File: config.mk
export PLATFORM = sky130hd
export DESIGN_NAME = regfile_dump
export DESIGN_NICKNAME = d
export VERILOG_FILES = /design/src/rtl/regfile_dump.sv
export SDC_FILE = /design/constraint.sdc
export NUM_CORES = 1
export LEC_CHECK = 0
export CAP_MARGIN = 30
export CORE_MARGIN = 2
export CORE_UTILIZATION = 35
export CTS_CLUSTER_DIAMETER = 40
export DETAILED_ROUTE_END_ITERATION = 16
export GPL_TIMING_DRIVEN = 1
export SYNTH_ARGS = -nofsm -noshare
export SYNTH_HDL_FRONTEND = slang
export SYNTH_SLANG_ARGS = --single-unit
File: constraint.sdc
create_clock -name clk -period 2.9 [get_ports clk]
set_input_delay 0.435 -clock clk [delete_from_list [all_inputs] [get_ports clk]]
set_output_delay 0.435 -clock clk [all_outputs]
set_load 0.02 [all_outputs]
File: src/rtl/regfile_dump.sv
`default_nettype none
// ============================================================================
// Module   : regfile_dump
// Brief    : Streams the contents of a register file out over a valid/ready
//            port, one word per two cycles at best, with a running checksum.
// Revision : 1.0 - initial release
// ============================================================================
module regfile_dump #(
  parameter int NUM_REGS = 32,
  parameter int DATA_W   = 32
) (
  input  logic              clk,
  input  logic              rst,
  input  logic              start,
  input  logic              abort,
  output logic [4:0]        reg_raddr,
  input  logic [DATA_W-1:0] reg_rdata,
  output logic              dump_valid,
  input  logic              dump_ready,
  output logic [DATA_W-1:0] dump_data,
  output logic [4:0]        dump_idx,
  output logic              busy,
  output logic              done,
  output logic [DATA_W-1:0] checksum
);

  localparam logic [4:0] c_lastIdx = 5'(NUM_REGS - 1);

  typedef enum logic [1:0] {
    IDLE = 2'd0,
    READ = 2'd1,
    SEND = 2'd2,
    DONE = 2'd3
  } state_t;

  state_t              r_state;
  state_t              w_nextState;
  logic [4:0]          r_count;
  logic                r_valid;
  logic                r_done;
  logic [DATA_W-1:0]   r_data;
  logic [DATA_W-1:0]   r_checksum;
  logic [4:0]          r_idx;
  logic                w_start;
  logic                w_capture;
  logic                w_accept;
  logic                w_cancel;

  // State register; reset drops straight back to IDLE regardless of clk.
  always_ff @(posedge clk or posedge rst) begin
    if (rst) begin
      r_state <= IDLE;
    end else begin
      r_state <= w_nextState;
    end
  end

  // Next-state decode plus one-cycle strobes that steer the datapath.
  always_comb begin
    w_nextState = r_state;
    w_start     = 1'b0;
    w_capture   = 1'b0;
    w_accept    = 1'b0;
    w_cancel    = 1'b0;
    case (r_state)
      IDLE: begin
        // abort is meaningless here, so start alone decides.
        if (start) begin
          w_nextState = READ;
          w_start     = 1'b1;
        end
      end
      READ: begin
        if (abort) begin
          w_nextState = IDLE;
          w_cancel    = 1'b1;
        end else begin
          w_nextState = SEND;
          w_capture   = 1'b1;
        end
      end
      SEND: begin
        // abort wins over a same-cycle handshake; that word is dropped.
        if (abort) begin
          w_nextState = IDLE;
          w_cancel    = 1'b1;
        end else if (r_valid && dump_ready) begin
          w_accept    = 1'b1;
          w_nextState = (r_count == c_lastIdx) ? DONE : READ;
        end
      end
      DONE: begin
        w_nextState = IDLE;
        w_cancel    = abort;
      end
      default: begin
        w_nextState = IDLE;
      end
    endcase
  end

  // Datapath: counter, captured word, handshake flag, checksum and done pulse.
  always_ff @(posedge clk or posedge rst) begin
    if (rst) begin
      r_count    <= 5'd0;
      r_valid    <= 1'b0;
      r_done     <= 1'b0;
      r_data     <= '0;
      r_idx      <= 5'd0;
      r_checksum <= '0;
    end else begin
      // done is registered off the DONE state, so it lands as IDLE resumes.
      r_done <= (r_state == DONE) && !w_cancel;
      if (w_start) begin
        r_count    <= 5'd0;
        r_checksum <= '0;
      end
      if (w_capture) begin
        r_data  <= reg_rdata;
        r_idx   <= r_count;
        r_valid <= 1'b1;
      end
      if (w_accept) begin
        r_checksum <= r_checksum + r_data;
        r_valid    <= 1'b0;
        if (r_count != c_lastIdx) begin
          r_count <= r_count + 5'd1;
        end
      end
      if (w_cancel) begin
        r_valid <= 1'b0;
      end
    end
  end

  // Read address follows the counter only while a word is being fetched/sent.
  always_comb begin
    reg_raddr = 5'd0;
    if (r_state == READ || r_state == SEND) begin
      reg_raddr = r_count;
    end
  end

  assign busy       = (r_state != IDLE);
  assign done       = r_done;
  assign dump_valid = r_valid;
  assign dump_data  = r_data;
  assign dump_idx   = r_idx;
  assign checksum   = r_checksum;

endmodule
`default_nettype wire

==> results of run 1 <==
==> final cells by class <==
cell class | count | area (um2)
Multi-Input combinational cell | 348 | 2830
Inverter | 12 | 46.3
Clock inverter | 7 | 103
Clock buffer | 9 | 225
Fill cell | 1225 | 6440
Timing Repair Buffer | 139 | 1330
Tap cell | 176 | 220
Sequential cell | 78 | 1950
==> cell families (layout without fill, tap and decap cells) <==
| logic type | count (synthesis) | after routing | synth area share |
|---|---|---|---|
| AOI/OAI and AO/OA | 125 | 125 | 0.184 |
| adders and majority gates | 39 | 39 | 0.106 |
| and+or+nand+nor | 120 | 120 | 0.132 |
| buffers and inverters | 28 | 167 | 0.0224 |
| muxes | 39 | 39 | 0.0932 |
| xor gates and xnor gates | 25 | 25 | 0.0467 |
| DFF | 78 | 78 | 0.416 |
==> layer usage <==
layer / vias up / GRT usage / share of wire
met4: 0 / 0.0757 / 0.021
met3: 16 / 0.0380 / 0.051
met5: - / 0 / 0
li1: 1930 / - / -
met1: 1877 / 0.218 / 0.47
met2: 84 / 0.260 / 0.46
==> report_power, final <==
part / switching (W) / total [W] / internal [W]
logic: 0.00156 / 0.00308 / 0.00152
clock network: 0.000497 / 0.00126 / 0.000766
registers: 0.000311 / 0.00171 / 0.00140
==> through the flow <==
step	setup slack, ns	setup TNS (ns)	hold WS [ns]	cell area (um2)	utilization
after floorplan	0.117	0	0.494	4690	-
after global placement	0.0873	0	0.467	6130	0.466
after detailed placement	-0.0400	-0.0490	0.470	6130	0.466
after CTS	-0.00746	-0.00746	0.451	6470	0.492
after global routing	-0.117	-0.388	0.489	6700	0.510
final	0.0474	0	0.444	6700	0.510
==> repair_timing <==
item | CTS | global route
gates resized for setup | 2 | 28
setup endpoints to repair | 4 | 10
hold buffers | 0 | 0
buffers inserted | 0 | 8
pin swaps | 1 | 18
==> worst paths after layout <==
path	from	endpoint	slack (ns)
worst max-delay path	checksum[0]	checksum[26]	0.05
worst min-delay path	rst	dump_data[21]	0.44
worst max register to register	checksum[0]	checksum[26]	0.05
worst min register to register	checksum[31]	checksum[31]	0.48
max in group asynchronous	rst	checksum[27]	1.76
min in group clk	checksum[31]	checksum[31]	0.48
==> cell usage after synthesis, types with 4 or more instances <==
| library cell | n | share of area |
|---|---|---|
| nor2b_1 | 6 | 0.0080 |
| nand2_1 | 24 | 0.019 |
| clkbuf_1 | 16 | 0.013 |
| a21o_1 | 20 | 0.032 |
| dfrtp_1 | 78 | 0.42 |
| nand2b_1 | 4 | 0.0053 |
| xor2_1 | 16 | 0.030 |
| nor2_1 | 19 | 0.015 |
| and3_1 | 8 | 0.011 |
| and2_1 | 11 | 0.015 |
| mux2_2 | 37 | 0.089 |
| a21oi_1 | 19 | 0.020 |
| nor3_1 | 4 | 0.0043 |
| xnor2_1 | 9 | 0.017 |
| o21ai_0 | 38 | 0.041 |
| ha_1 | 38 | 0.10 |
| a31oi_1 | 5 | 0.0067 |
| o21a_1 | 5 | 0.0080 |
| inv_1 | 12 | 0.0096 |
| nand3_1 | 35 | 0.037 |
| o21ai_2 | 4 | 0.0075 |
| o21ai_1 | 7 | 0.0075 |
==> sequential cells by signal (all words and copies together) (netlist names) <==
| signal | flops |
|---|---|
| checksum | 32 |
| dump_data | 32 |
| dump_idx | 5 |
| r_count | 5 |
| r_state | 2 |
| done | 1 |
| dump_valid | 1 |
==> impl_metrics.yaml, run 1 <==
synthesis:
  synth_edf_count: 0
  async_flop_share: 1.00
  ys_ff_latch: 78
  synthCells: 454
  avgSynthCellArea_um2: 10.3
  synth_warnings: 0
  yosysSeqAreaShare: 0.416
  synthDistinctLibCells: 51
  synth_top_flop_cell: "dfrtp_1"
  syn_nets: 530
  syn-cell-area_mm2: 0.00469
worst_hold_path:
  hp-class: "input pin to async pin"
clock_tree:
  cts-root-buf: "clkbuf_16"
  cts_tree: "yes"
  cts.sinks: 78
  clkTransAtPathRegs_ns: 0.06
  insertion_delay_ns: 0.35
  max-clock-path-buffers: 2
  cts_buffers: 9
  htree_num_levels: 3
grt:
  grt_usage: 0.166
  overflow: 0
  grt_pass1_vias: 3921
  antenna_found_initial: 0
  grt_max_degree: 31
  grt_pass1_wl_um: 19000
drt:
  num_vias: 3907
  drt_iter0_drc: 143
  antenna_left: 0
  routed_wl_um: 11700
  drc: 0
  via_per_inst: 5.08
  wl_per_cell_um: 15.2
  first_pass_iters: 4
die:
  die_h_um: 120
  io_pins: 114
  initial_core_util: 0.357
  coreArea_mm2: 0.0131
  die-area_mm2: 0.0143
  dieWidth_um: 120
  row_count: 42
critical_path:
  cp_max_fo: 4
  cp-start-kind: "flip-flop"
  required_ns: 3.13
  cp-end-kind: "flip-flop"
  worstPathArrival_ns: 3.08
  slowest_stage: "a311o_2"
  r2r_cells: 13
  cp_num_buf_inv: 1
  critical-path-top-delay-family: "compound AO/OA/AOI/OAI gates"
  crit_cells: 13
  cpPeakStageDelay_ns: 0.49
  path_cells: "ha_4 -> inv_2 -> fa_2 -> nor2b_1 -> o21a_1 -> o21ai_2 -> a31oi_2 -> a311o_2 -> a211oi_4 -> nor2b_2 -> o31ai_2 -> xor2_1 -> o21ai_1"
  crit_type: "flip-flop to flip-flop"
sta:
  relSlewSlack: 0.640
  max_clock_freq_ghz: 0.351
  setup_viol: 0
  tightest_slew_ns: 0.539
  fin_worst_skew_ns: 0.00905
  slew_viol_final: 0
  hold_viol: 0
  fin_crit_sh: 0.984
  rsz0062_at_grt: "true"
  fin_crit_ns: 2.85
place:
  io_buffers: 113
  hpwlAfterDp_um: 8610
  dp_cells: 745
  place.gp.congestion: 0.868
pwr:
  max-vdd-ir-drop_uv: 512
  p_leak_nw: 3.01
  power_w: 0.00605
  power_density_mw_per_mm2: 903
finish:
  area_growth_pct: 43.0
  final_common_cell: "clkdlybuf4s50_1"
  diodes: 0
  final_nets: 664
  layout-drive-gt1-share: 0.204
  layoutNonFillerInstCount: 769
  final_cell_mix: "clkdlybuf4s50_1, dfrtp_1, o21ai_0, mux2_2, nand3_1"
run_status:
  outcome: "complete, no violations"
flow_run:
  cap_violations: 0
Note: power is estimated with default switching activity, not from simulation.
==> run 2: changes to the inputs <==
--- a/config.mk
+++ b/config.mk
@@ -7,10 +7,12 @@
 export LEC_CHECK = 0
 export CAP_MARGIN = 30
 export CORE_MARGIN = 2
-export CORE_UTILIZATION = 35
+export CORE_UTILIZATION = 50
 export CTS_CLUSTER_DIAMETER = 40
 export DETAILED_ROUTE_END_ITERATION = 16
 export GPL_TIMING_DRIVEN = 1
+export PLACE_DENSITY = 0.81
+export SKIP_LAST_GASP = 1
 export SYNTH_ARGS = -nofsm -noshare
 export SYNTH_HDL_FRONTEND = slang
 export SYNTH_SLANG_ARGS = --single-unit
==> run 2 against run 1 <==
The run now ends with negative setup slack left; die area decreased by 29%; cell area decreased by 3.9%; hold slack improved by 0.034 ns.
==> impl_metrics.yaml, run 2 (synthesized netlist as in run 1, its figures left out) <==
run_status:
  outcome: "complete, but fails checks"
  violations: "negative setup slack"
clock_tree:
  cts-root-buf: "clkbuf_8"
  max-clock-path-buffers: 2
  hold_buffers: 0
  htree_num_levels: 3
  insertion_delay_ns: 0.35
  cts.sinks: 78
  cts_tree: "yes"
  cts_buffers: 9
  clkTransAtPathRegs_ns: 0.08
place:
  io_buffers: 113
  postPlaceCellArea_mm2: 0.00601
  place.gp.congestion: 0.894
  hpwlAfterDp_um: 8140
  dp_slack_ns: 0.00969
grt:
  overflow: 0
  grt_pass1_wl_um: 18500
  grt_pass1_vias: 3958
  grt_max_degree: 43
  grt_usage: 0.228
  antenna_found_initial: 0
drt:
  drt_iter0_drc: 77
  first_pass_iters: 4
  drc: 0
  routed_wl_um: 11400
  via_per_inst: 5.67
  wl_per_cell_um: 16.4
  antenna_left: 0
  num_vias: 3943
finish:
  area_growth_pct: 37.4
  final_cell_mix: "clkdlybuf4s50_1, dfrtp_1, mux2_2, o21ai_0, nand3_1"
  design_area_mm2: 0.00644
  final_nets: 658
  regArea_mm2: 0.00195
  diodes: 0
  final.fill_count: 689
  final_util: 0.704
  final_common_cell: "clkdlybuf4s50_1"
  multi_input_area_mm2: 0.00280
  layout-drive-gt1-share: 0.188
pwr:
  power.switching_w: 0.00226
  p_leak_nw: 2.93
  pwr-share-clk: 0.159
  switching_share: 0.402
  p_seq_frac: 0.302
  max-vdd-ir-drop_uv: 505
  p_int_w: 0.00337
  power_density_mw_per_mm2: 874
  combPwrFrac: 0.539
sta:
  setup_viol: 2
  fin_crit_sh: 1.00
  relSlewSlack: 0.520
  finalWorstSetupSlack_ns: -0.00974
  fin_worst_hold_slack_ns: 0.478
  hold_viol: 0
  fin_crit_ns: 2.91
  max_clock_freq_ghz: 0.344
  rsz0062_at_grt: "true"
  fin_worst_skew_ns: 0.00843
  tightest_slew_ns: 0.718
  slew_viol_final: 0
die:
  coreArea_mm2: 0.00915
  die_h_um: 101
  initial_core_util: 0.512
  dieWidth_um: 101
  die-area_mm2: 0.0102
  io_pins: 114
  row_count: 35
critical_path:
  cp-start-kind: "flip-flop"
  cpPeakStageDelay_ns: 0.44
  worstPathArrival_ns: 3.14
  cp-end-kind: "flip-flop"
  path_cells: "ha_1 -> o21a_1 -> and2_1 -> o21ai_1 -> a31oi_4 -> a311o_2 -> buf_4 -> a41oi_4 -> o21bai_1 -> a21oi_1 -> xor2_1 -> o21ai_1"
  critPathMostFrequentCell: "o21ai_1"
  crit_type: "flip-flop to flip-flop"
  slowest_stage: "a311o_2"
  cp_max_fo: 4
  required_ns: 3.13
  critical-path-top-delay-family: "compound AO/OA/AOI/OAI gates"
  cp_num_buf_inv: 1
flow_run:
  cap_violations: 0
worst_hold_path:
  hp-class: "input pin to async pin"
-- run 2: changes by cell type in the layout (fill, tap and decap cells not counted), sizes merged --
cell	before	now
inv	15	11
buf	26	20
clkinv	1	2
clkbuf	9	10
-- run 2: repair_timing --
item / 4_1_cts / 5_1_grt
setup buffers: 0 / 8
endpoints found under the setup margin: 0 / 12
gates resized for setup: 0 / 26
-- run 2: layout make-up --
cell class | instances | area share
clock buffer | 10 | 0.0214
clock inverter | 4 | 0.0113
inverter | 12 | 0.00719
multi-input combinational | 348 | 0.435
sequential | 78 | 0.303
tap | 111 | 0.0216
timing repair buffer | 133 | 0.201
-- run 2: routing by layer --
layer | track usage | wire [um] | vias up
met3 | 0.0437 | 578 | 16
met5 | 0 | 0 | -
met1 | 0.296 | 4910 | 1912
li1 | - | - | 1901
met2 | 0.381 | 5780 | 114
met4 | 0.0822 | 163 | 0
-- run 2: stage by stage --
step	TNS, ns	instances	power, W
5_1_grt	-0.563	696	0.00598
4_1_cts	0	688	0.00550
3_3_place_gp	0	674	0.00451
2_1_floorplan	0	454	0.00350
6_report	-0.0167	696	0.00563
3_5_place_dp	0	674	0.00459
-- run 2: worst paths after layout --
kind	startpoint	end	slack, ns	cells past startpoint
max in group asynchronous	rst	dump_idx[2]	1.77	3
min reg2reg	checksum[31]	checksum[31]	0.49	1
min in group clk	checksum[31]	checksum[31]	0.49	1
max reg2reg	dump_data[5]	checksum[18]	-0.01	12
min	rst	dump_data[13]	0.48	2
max	dump_data[5]	checksum[18]	-0.01	12
-- run 2: power groups by stage --
stage               sequential, W  combinational, W  clock [W]
detailed placement        0.00170           0.00289          0
finish                    0.00170           0.00304   0.000894
global placement          0.00168           0.00283          0
global route              0.00174           0.00329   0.000955
floorplan                 0.00200           0.00150          0
CTS                       0.00168           0.00291   0.000913
